**config.mk**
```make
export PLATFORM = sky130hd
export DESIGN_NAME = divider_8by4_flat
export DESIGN_NICKNAME = d
export VERILOG_FILES = /design/src/rtl/divider_8by4_if.sv /design/src/rtl/divider_8by4.sv /design/src/flat_wrapper.sv
export SDC_FILE = /design/constraint.sdc
export NUM_CORES = 1
export LEC_CHECK = 0
export ABC_CLOCK_PERIOD_IN_PS = 2200
export CORE_MARGIN = 4
export CORE_UTILIZATION = 25
export CTS_CLUSTER_SIZE = 28
export DETAILED_ROUTE_END_ITERATION = 8
export GPL_ROUTABILITY_DRIVEN = 0
export HOLD_SLACK_MARGIN = 0.12
export PLACE_DENSITY = 0.54
export RECOVER_POWER = 25
export SKIP_LAST_GASP = 1
export SYNTH_ARGS = -nofsm -noshare
export SYNTH_HDL_FRONTEND = slang
export SYNTH_SLANG_ARGS = --single-unit
```
**constraint.sdc**
```tcl
create_clock -name clk -period 2.2 [get_ports clk]
set_clock_uncertainty 0.1 [all_clocks]
set_input_delay 0.33 -clock clk [delete_from_list [all_inputs] [get_ports clk]]
set_output_delay 0.33 -clock clk [all_outputs]
set_load 0.005 [all_outputs]
```
**src/rtl/divider_8by4_if.sv**
```systemverilog
// ---------------------------------------------------------------------------
// divider_8by4_if
// Request/response bundle for the 8-by-4 unsigned divider.
//
// Signals:
//   start    : request pulse, requester -> divider
//   a        : 8-bit unsigned dividend, requester -> divider
//   b        : 4-bit unsigned divisor, requester -> divider
//   busy     : division in progress, divider -> requester
//   done     : one-cycle result-valid pulse, divider -> requester
//   quotient : 8-bit unsigned quotient, divider -> requester
//   rem      : 4-bit unsigned remainder, divider -> requester
//   dbz      : divide-by-zero flag, divider -> requester
//
// Modports:
//   master : the requester (drives start/a/b)
//   slave  : the divider (drives busy/done/quotient/rem/dbz)
// ---------------------------------------------------------------------------
interface divider_8by4_if;
  logic       start;
  logic [7:0] a;
  logic [3:0] b;
  logic       busy;
  logic       done;
  logic [7:0] quotient;
  logic [3:0] rem;
  logic       dbz;

  modport master (
    output start, a, b,
    input  busy, done, quotient, rem, dbz
  );

  modport slave (
    input  start, a, b,
    output busy, done, quotient, rem, dbz
  );
endinterface

```
**src/rtl/divider_8by4.sv**
```systemverilog
// ---------------------------------------------------------------------------
// divider_8by4
// Restoring shift-subtract divider: 8-bit unsigned dividend by 4-bit unsigned
// divisor, one quotient bit per clock, MSB first. A request accepted at edge
// E0 completes at E8 and done pulses for the cycle after E8.
//
// Ports:
//   clk   : sole clock, rising edge
//   rst_n : asynchronous active-low reset
//   bus   : divider_8by4_if.slave (start/a/b in, busy/done/quotient/rem/dbz out)
//
// Configuration macro:
//   DIVIDER_DBZ_DETECT_EN
//     defined   : b == 0 finishes one edge after acceptance with
//                 quotient = 8'hFF, rem = 0 and dbz = 1
//     undefined : b == 0 runs the normal 8-iteration path
//                 (quotient = 8'hFF, rem = a[3:0]); dbz is tied low
// ---------------------------------------------------------------------------
module divider_8by4 (
  input logic           clk,
  input logic           rst_n,
  divider_8by4_if.slave bus
);

  typedef enum logic [1:0] {
    S_IDLE = 2'd0,
    S_RUN  = 2'd1,
    S_DONE = 2'd2
  } state_t;

  state_t     r_state;
  state_t     w_state_next;

  logic [7:0] r_dividend;
  logic [3:0] r_divisor;
  logic [3:0] r_part;
  logic [6:0] r_q;
  logic [2:0] r_count;
  logic [7:0] r_quotient;
  logic [3:0] r_rem;

  logic       w_accept;
  logic       w_finish;
  logic       w_busy;
  logic       w_done;
  logic [4:0] w_trial;
  logic       w_qbit;
  logic [3:0] w_part_next;
  logic [7:0] w_result_q;
  logic [3:0] w_result_rem;

`ifdef DIVIDER_DBZ_DETECT_EN
  logic       r_dbz;
  logic       w_zero_div;
`endif

  // A new request is only taken when no division is in flight; DONE accepts
  // too so that back-to-back requests lose no cycle.
  assign w_accept = bus.start && ((r_state == S_IDLE) || (r_state == S_DONE));

  // One restoring step. The 5-bit trial remainder is the previous remainder
  // shifted left with the next dividend bit. Only 4 bits are kept: after the
  // compare it is always below b, and for b == 0 the dropped MSB would be
  // shifted out on the next step anyway.
  assign w_trial     = {r_part, r_dividend[7]};
  assign w_qbit      = (w_trial >= {1'b0, r_divisor});
  assign w_part_next = w_qbit ? 4'(w_trial - {1'b0, r_divisor}) : w_trial[3:0];

`ifdef DIVIDER_DBZ_DETECT_EN
  // A zero divisor short-circuits to a saturated result on the first RUN edge.
  assign w_zero_div   = (r_divisor == 4'h0);
  assign w_finish     = (r_state == S_RUN) && ((r_count == 3'd0) || w_zero_div);
  assign w_result_q   = w_zero_div ? 8'hFF : {r_q, w_qbit};
  assign w_result_rem = w_zero_div ? 4'h0  : w_part_next;
`else
  assign w_finish     = (r_state == S_RUN) && (r_count == 3'd0);
  assign w_result_q   = {r_q, w_qbit};
  assign w_result_rem = w_part_next;
`endif

  // State register.
  always_ff @(posedge clk or negedge rst_n) begin
    if (!rst_n) begin
      r_state <= S_IDLE;
    end else begin
      r_state <= w_state_next;
    end
  end

  // Next-state and status decode. busy covers the eight RUN cycles, done is
  // the single DONE cycle.
  always_comb begin
    w_state_next = r_state;
    w_busy       = 1'b0;
    w_done       = 1'b0;
    case (r_state)
      S_IDLE: begin
        if (bus.start) begin
          w_state_next = S_RUN;
        end
      end
      S_RUN: begin
        w_busy = 1'b1;
        if (w_finish) begin
          w_state_next = S_DONE;
        end
      end
      S_DONE: begin
        w_done = 1'b1;
        if (bus.start) begin
          w_state_next = S_RUN;
        end else begin
          w_state_next = S_IDLE;
        end
      end
      default: begin
        w_state_next = S_IDLE;
      end
    endcase
  end

  // Datapath: operands are captured on acceptance so later changes on a/b
  // are invisible; the published results only change on completion.
  always_ff @(posedge clk or negedge rst_n) begin
    if (!rst_n) begin
      r_dividend <= 8'h00;
      r_divisor  <= 4'h0;
      r_part     <= 4'h0;
      r_q        <= 7'h00;
      r_count    <= 3'd0;
      r_quotient <= 8'h00;
      r_rem      <= 4'h0;
`ifdef DIVIDER_DBZ_DETECT_EN
      r_dbz      <= 1'b0;
`endif
    end else if (w_accept) begin
      r_dividend <= bus.a;
      r_divisor  <= bus.b;
      r_part     <= 4'h0;
      r_q        <= 7'h00;
      r_count    <= 3'd7;
`ifdef DIVIDER_DBZ_DETECT_EN
      r_dbz      <= 1'b0;
`endif
    end else if (r_state == S_RUN) begin
      r_dividend <= {r_dividend[6:0], 1'b0};
      r_part     <= w_part_next;
      r_q        <= {r_q[5:0], w_qbit};
      if (r_count != 3'd0) begin
        r_count <= r_count - 3'd1;
      end
      if (w_finish) begin
        r_quotient <= w_result_q;
        r_rem      <= w_result_rem;
`ifdef DIVIDER_DBZ_DETECT_EN
        r_dbz      <= w_zero_div;
`endif
      end
    end
  end

  assign bus.busy     = w_busy;
  assign bus.done     = w_done;
  assign bus.quotient = r_quotient;
  assign bus.rem      = r_rem;
`ifdef DIVIDER_DBZ_DETECT_EN
  assign bus.dbz      = r_dbz;
`else
  assign bus.dbz      = 1'b0;
`endif

endmodule

```
**src/flat_wrapper.sv**
```systemverilog
// flat-port wrapper written by rule: the top's interface ports become plain ports
module divider_8by4_flat 
  (clk, rst_n, bus_start, bus_a, bus_b, bus_busy, bus_done, bus_quotient, bus_rem, bus_dbz);
  divider_8by4_if bus_i ();
  input logic clk;
  input logic rst_n;
  input wire logic [$bits(bus_i.start)-1:0] bus_start;
  input wire logic [$bits(bus_i.a)-1:0] bus_a;
  input wire logic [$bits(bus_i.b)-1:0] bus_b;
  output wire logic [$bits(bus_i.busy)-1:0] bus_busy;
  output wire logic [$bits(bus_i.done)-1:0] bus_done;
  output wire logic [$bits(bus_i.quotient)-1:0] bus_quotient;
  output wire logic [$bits(bus_i.rem)-1:0] bus_rem;
  output wire logic [$bits(bus_i.dbz)-1:0] bus_dbz;
  assign bus_i.start = bus_start;
  assign bus_i.a = bus_a;
  assign bus_i.b = bus_b;
  assign bus_busy = bus_i.busy;
  assign bus_done = bus_i.done;
  assign bus_quotient = bus_i.quotient;
  assign bus_rem = bus_i.rem;
  assign bus_dbz = bus_i.dbz;
  divider_8by4 u_core (.clk(clk), .rst_n(rst_n), .bus(bus_i));
endmodule
```
After elaboration in Yosys (flattened, before gate mapping)
Index checks and enable logic that the tools add are counted.
W data, S select, Z words.
{"block": "word_totals", "reg_bits": 40, "input_bits": 15}
{"block": "classes", "n_reduce_logical": 11, "n_mux": 16, "magnitude_cmp": 1, "addsub": 2, "n_eq_ne": 4, "n_bitwise": 1}
{"op": "$mux W8", "count": 2}
{"op": "$mux W7", "count": 2}
{"op": "$mux W4", "count": 3}
{"op": "$mux W3", "count": 3}
{"op": "$pmux W2 S3", "count": 1}
{"op": "$ge A5 B4 Y1", "count": 1}
{"op": "$mux W2", "count": 2}
{"op": "$reduce_and A2 Y1", "count": 2}
{"op": "$reduce_bool A2 Y1", "count": 2}
{"op": "$sub A4 B4 Y4", "count": 1}
{"op": "$logic_not A3 Y1", "count": 1}
{"op": "$mux W1", "count": 3}
{"op": "$reduce_and A3 Y1", "count": 1}
{"op": "$reduce_bool A3 Y1", "count": 1}
{"op": "$sub A3 B1 Y3 const B", "count": 1}
{"op": "$eq A2 B1 Y1 const B", "count": 1}
{"op": "$eq A2 B2 Y1 const B", "count": 1}
{"op": "$logic_and A1 B1 Y1", "count": 2}
{"op": "$logic_not A2 Y1", "count": 1}
{"op": "$ne A2 B1 Y1 const B", "count": 1}
{"op": "$ne A2 B2 Y1 const B", "count": 1}
{"op": "$logic_or A1 B1 Y1", "count": 1}
{"op": "$not A1 Y1", "count": 1}

Longest topological paths before layout
Gate-level depths: netlist of run 1.
{"block": "depth", "ltp_word": 5, "ltp_mapped": 8, "mapped_depth_nobuf": 7}

Worst setup path before layout of run 1
Ideal clock, no wire load.
{"block": "synth_timing", "kind": "reg2reg", "from": "register u_core.r_divisor[0]", "to": "register u_core.r_part[2]", "required_time_ns": 1.978, "path_slack_ns": 0.520, "n_path_buf": 0, "period_less_slack_ns": 1.680, "t_arrival_ns": 1.458, "setup_time_ns": 0.122, "path_stages_with_launch": 6, "cell_sequence": "dfrtp_1 -> ha_1 -> fa_1 -> xor2_1 -> nand3_1 -> a32o_1"}
{"block": "synth_between", "elab_chain_cells": 4, "word_cells_on_any_way": 5}
{"item": "from (decl)", "line_no": "divider_8by4.sv:35", "text": "logic [3:0] r_divisor;"}
{"item": "from (signal assigned)", "line_no": "divider_8by4.sv:138", "text": "r_divisor <= bus.b;"}
{"item": "$sub A4 B4 Y4 / $ge A5 B4 Y1 (equally long branches)", "line_no": "divider_8by4.sv:67, divider_8by4.sv:66"}
{"item": "$mux W4 *", "line_no": "divider_8by4.sv:67", "text": "assign w_part_next = w_qbit ? 4'(w_trial - {1'b0, r_divisor}) : w_trial[3:0];"}
{"item": "$mux W4 *", "line_no": "divider_8by4.sv:145", "text": "end else if (r_state == S_RUN) begin"}
{"item": "$mux W4 *", "line_no": "divider_8by4.sv:136", "text": "end else if (w_accept) begin"}
{"item": "to (signal assigned)", "line_no": "divider_8by4.sv:147", "text": "r_part <= w_part_next;"}
{"item": "to (decl)", "line_no": "divider_8by4.sv:36", "text": "logic [3:0] r_part;"}
Mark *: on every way between the ends. The rest lies on a longest branch, timed or not. The select of a mux whose other input is x is not followed.
A chain may end at the register's enable or synchronous reset.

Worst setup path in the final report of run 1
{"block": "layout_timing", "from": "register u_core.r_state[1]", "to": "output bus_busy"}
{"block": "layout_between", "elab_chain_cells": 2}
{"item": "from (decl)", "line_no": "divider_8by4.sv:31", "text": "state_t r_state;"}
{"item": "from (signal assigned)", "line_no": "divider_8by4.sv:86", "text": "r_state <= w_state_next;"}
{"item": "$eq A2 B1 Y1", "line_no": "divider_8by4.sv:96", "text": "case (r_state)"}
{"item": "$mux W1", "line_no": "divider_8by4.sv:96"}
{"item": "to (decl)", "line_no": "flat_wrapper.sv:10", "text": "output wire logic [$bits(bus_i.busy)-1:0] bus_busy;"}
No other way between the ends.

==> impl_metrics.json, run 1 <==
{
  "fin_area_sq_um": 2356,
  "initial_utilization_pct": 25.98,
  "yosys-top-cells-area": "dfrtp_1, nand2_1, ha_1",
  "area_growth_pct": 24.37,
  "crit_required_ps": 1770,
  "critical_path_peak_fanout": 4,
  "clkTransAtPathRegs_ps": 80,
  "grt_pass1_wl_mm": 6.444,
  "num_rows": 31,
  "postCtsSetupRepairBufs": 0,
  "overflow": 0,
  "drive_above_1_share_pct": 14.02,
  "clk_path_buf_depth": 2,
  "dominantRegCellSynth": "dfrtp_1",
  "clkLatencyLatePin_ps": 290,
  "cts_sinks": 40,
  "hpwl_mm": 2.723,
  "drv_cap": 0,
  "dr_total_vias": 1346,
  "synth-edff-count": 0,
  "cts_tree": "done",
  "ys_async_sr_fraction_pct": 100.0,
  "hp-class": "reg2reg",
  "netlist_instances": 181,
  "ys_types": 44,
  "setup_tns_ps": 0,
  "endpoint_kind": "output port",
  "grt_pass1_vias": 1257,
  "ant_nets": 0,
  "cts_max_level": 2,
  "fmax_mhz": 515.2,
  "setup_viol": 0,
  "slew_headroom_pct": 31.85,
  "rsz0062_at_grt": "no",
  "final_max_slew_viol_count": 0,
  "drtPass1Iterations": 4,
  "fp.dieH_um": 95.05,
  "syn_nets": 203,
  "critical_path_class": "reg2out",
  "diodes": 0,
  "startpoint_type": "flip-flop",
  "grt_max_degree": 41,
  "hold_viol_final": 0,
  "synth_top_area_share_pct": 52.84,
  "grt_use_total_pct": 9.303,
  "ios": 30,
  "drc": 0,
  "die_area_sq_um": 9034,
  "post-route-min-period_ps": 1941,
  "fill_cells": 803,
  "wl_per_cell_um": 12.38,
  "drt-initial-drc-count": 68,
  "status": "completed",
  "yosysTopAreaCell": "dfrtp_1",
  "yosysSeqAreaShare_pct": 52.84,
  "nets": 236,
  "ys_warn_count": 0,
  "wl_mm": 3.874,
  "crit_slowest_cell": "clkdlybuf4s50_1",
  "numPortBuffers": 28,
  "ys_ff_latch": 40,
  "post-route-period-util_pct": 88.23,
  "via_per_inst": 4.300,
  "dpl_cell_area_sq_um": 2275,
  "die_w_um": 95.05,
  "synthTopCellsByCount": "nand2_1, dfrtp_1, inv_1",
  "crit_path_max_incr_delay_ps": 500,
  "syn_area_sq_um": 1894,
  "tightest_slew_ps": 1022,
  "core_area_sq_um": 7292,
  "syn_avg_cell_area_sq_um": 10.47,
  "cellPowerDensity_nw_per_um2": 1520,
  "ir_worst_vdd_v": 0.0004857,
  "arrival_ps": 1510,
  "yosysMostFrequentCell": "nand2_1",
  "multi_input_area_sq_um": 789.5,
  "seqCellArea_sq_um": 1001,
  "p_leak_nw": 1.078,
  "crit_path_cell_trace": "nand2b_2, inv_2, clkdlybuf4s50_1",
  "antenna_found_initial": 0,
  "root_buffer": "clkbuf_8",
  "cts_buffers": 5
}
==> path summary, 6_finish.rpt <==
path                       slack, ps                      to  cells after the start                   start
max in group asynchronous        640     u_core.r_divisor[0]                      3                   rst_n
setup / recovery                 260                bus_busy                      3       u_core.r_state[1]
setup reg to reg                 440       u_core.bus.rem[3]                      5        u_core.r_part[2]
hold reg to reg                  380  u_core.bus.quotient[7]                      2  u_core.bus.quotient[7]
hold / removal                   380  u_core.bus.quotient[7]                      2  u_core.bus.quotient[7]
min in group asynchronous        730  u_core.bus.quotient[6]                      3                   rst_n
==> where the power goes <==
group	internal, W	switching (W)	total, W
sequential	0.00108	0.000219	0.00130
clock	0.000216	0.000249	0.000465
combinational	0.000870	0.000948	0.00182
==> metrics by stage <==
stage	hold slack [ps]	setup slack (ps)	utilization (%)	power, W	std cells
after global placement	332.4	405.5	31.19	0.003139	305
after CTS	385.8	217.4	32.40	0.003643	313
after detailed placement	332.4	396.6	31.19	0.003157	305
after global routing	397.9	178.4	32.31	0.003905	313
after floorplan	-65.59	520.4	-	0.002633	181
final	376.3	259.0	32.31	0.003580	313
==> cell families after synthesis <==
family	share of synthesized area (%)
flops	52.84
xor+xnor	0.9249
buf+inv	5.482
other cells	0.1980
mux	0.5944
simple gates	18.30
compound gates	16.65
fa+ha+maj	5.020
==> final cells by class <==
class,count,share of cell area (%)
sequential,40,42.49
inverter,12,2.018
clock buffer,6,3.080
multi-input combinational,121,33.51
timing repair buffer,34,13.44
clock inverter,1,0.2124
tap,99,5.258
==> critical path, delay by kind of cell (launching register included) <==
kind | cells | cell delay [ps]
buffers and inverters | 2 | 590
DFF | 1 | 390
and+or+nand+nor | 1 | 250
==> registers in the layout, indices dropped and copies added (netlist names) <==
name	count
u_core.r_part	4
u_core.r_state	2
u_core.bus.quotient	8
u_core.r_count	3
u_core.r_q	7
u_core.r_dividend	8
u_core.bus.rem	4
u_core.r_divisor	4
==> layer usage <==
metal	up-vias	track usage (%)	wire, um
met5	-	0	0
met4	0	3.606	59
met3	7	2.920	197
met2	25	12.86	1658
met1	638	13.44	1959
li1	676	-	-
==> layout by cell type, fill, tap and decap left out, drive strengths merged, types with 4 or more instances in the layout <==
| master | count |
|---|---|
| buf | 4 |
| dfrtp | 40 |
| nor2 | 5 |
| o31ai | 5 |
| a21oi | 4 |
| a22o | 8 |
| clkbuf | 8 |
| inv | 12 |
| o21ai | 5 |
| clkdlybuf4s50 | 26 |
| nand2 | 51 |
| a22oi | 6 |
| ha | 6 |
==> repair_timing <==
action / CTS / global route
gates resized for setup: 0 / 0
endpoints found under the hold margin: 40 / 0
hold buffers: 1 / 0
(Power assumes the default switching activity.)
==> run 2, diff against run 1 <==
--- a/config.mk
+++ b/config.mk
@@ -8,6 +8,7 @@
 export ABC_CLOCK_PERIOD_IN_PS = 2200
 export CORE_MARGIN = 4
 export CORE_UTILIZATION = 25
+export CTS_BUF_LIST = sky130_fd_sc_hd__clkbuf_4 sky130_fd_sc_hd__clkbuf_8
 export CTS_CLUSTER_SIZE = 28
 export DETAILED_ROUTE_END_ITERATION = 8
 export GPL_ROUTABILITY_DRIVEN = 0
==> run 2 against run 1 <==
- final cell count stayed put
- register-to-register slack is essentially flat
- clock power is 3% higher
- maximum frequency is essentially flat
==> impl_metrics.json, run 2 (synthesized netlist as in run 1, its figures left out) <==
{
  "p_leak_nw": 1.081,
  "final_common_cell": "nand2_1",
  "ios": 30,
  "die_area_sq_um": 9034,
  "core_area_sq_um": 7292,
  "slew_headroom_pct": 31.86,
  "drive_above_1_share_pct": 14.49,
  "critical_path_peak_fanout": 4,
  "rsz0062_at_grt": "no",
  "via_per_inst": 4.288,
  "num_rows": 31,
  "antenna_found_initial": 0,
  "clkLatencyLatePin_ps": 290,
  "grt_pass1_wl_mm": 6.444,
  "hp-class": "reg2reg",
  "hpwl_mm": 2.723,
  "wl_per_cell_um": 12.38,
  "grt_max_degree": 41,
  "drc": 0,
  "seqCellArea_sq_um": 1001,
  "cellPowerDensity_nw_per_um2": 1522,
  "final_max_slew_viol_count": 0,
  "dr_total_vias": 1342,
  "post-route-period-util_pct": 88.24,
  "drt-initial-drc-count": 65,
  "setup_viol": 0,
  "critical_path_class": "reg2out",
  "cts_sinks": 40,
  "dpl_cell_area_sq_um": 2275,
  "ant_nets": 0,
  "nets": 236,
  "initial_utilization_pct": 25.98,
  "layout_common_cells": "nand2_1, dfrtp_1, clkdlybuf4s50_1",
  "clkTransAtPathRegs_ps": 80,
  "multi_input_area_sq_um": 789.5,
  "endpoint_kind": "output port",
  "root_buffer": "clkbuf_8",
  "ir_worst_vdd_v": 0.0004853,
  "overflow": 0,
  "status": "completed",
  "tightest_slew_ps": 1022,
  "area_growth_pct": 24.57,
  "hold-worst-slack_ps": 376.3,
  "final_util_pct": 32.36,
  "postCtsSetupRepairBufs": 0,
  "numPortBuffers": 28,
  "ctsResizeCount": 0,
  "cts_tree": "done",
  "post-route-min-period_ps": 1941,
  "arrival_ps": 1510,
  "die_w_um": 95.05,
  "startpoint_type": "flip-flop",
  "cts_buffers": 5,
  "fp.dieH_um": 95.05,
  "cts_max_level": 2,
  "diodes": 0,
  "fin_area_sq_um": 2360,
  "grt_use_total_pct": 9.303,
  "fill_cells": 802,
  "grt_pass1_vias": 1257,
  "crit_required_ps": 1770,
  "drv_cap": 0,
  "clk_path_buf_depth": 2,
  "drtPass1Iterations": 4,
  "wl_mm": 3.875,
  "setup_tns_ps": 0,
  "hold_viol_final": 0,
  "fmax_mhz": 515.2,
  "postCtsHoldBufs": 1
}
-- run 2: path summary, 6_finish.rpt --
check / startpoint / end / slack [ps] / depth (start not counted)
max: u_core.r_state[1] / bus_busy / 260 / 3
min: u_core.bus.quotient[7] / u_core.bus.quotient[7] / 380 / 2
max reg2reg: u_core.r_part[2] / u_core.bus.rem[3] / 440 / 5
min reg2reg: u_core.bus.quotient[7] / u_core.bus.quotient[7] / 380 / 2
max in group asynchronous: rst_n / u_core.r_divisor[0] / 640 / 3
min in group asynchronous: rst_n / u_core.bus.quotient[6] / 730 / 3
-- run 2: final cells by class --
type	count	share of cell area [%]
Tap cell	99	5.249
Inverter	12	2.015
Multi-Input combinational cell	121	33.46
Timing Repair Buffer	34	13.41
Sequential cell	40	42.42
Clock buffer	6	3.234
Clock inverter	1	0.2121
-- run 2: power breakdown --
part | switching [W] | internal, W
clock network | 0.000250 | 0.000228
logic | 0.000947 | 0.000870
registers | 0.000219 | 0.00108
total | 0.00142 | 0.00218
-- run 2: worst max-delay path: stages, from the launching register on --
cell and delay, ps:
dfrtp_1 390, nand2b_2 250, inv_2 90, clkdlybuf4s50_1 500
-- run 2: per-stage QoR --
| stage | instances | power, W | worst slack (ps) |
|---|---|---|---|
| 2_1_floorplan | 181 | 0.002633 | 520.4 |
| 5_1_grt | 313 | 0.003917 | 178.4 |
| 3_5_place_dp | 305 | 0.003157 | 396.6 |
| 3_3_place_gp | 305 | 0.003139 | 405.5 |
| 4_1_cts | 313 | 0.003656 | 217.4 |
| 6_report | 313 | 0.003592 | 258.8 |
-- run 2: metal layers --
metal  track usage, %  vias up  wire (um)
li1                 -      676          -
met1            13.44      634       1956
met2            12.86       25       1661
met3            2.920        7        197
met4            3.606        0         59
met5                0        -          0
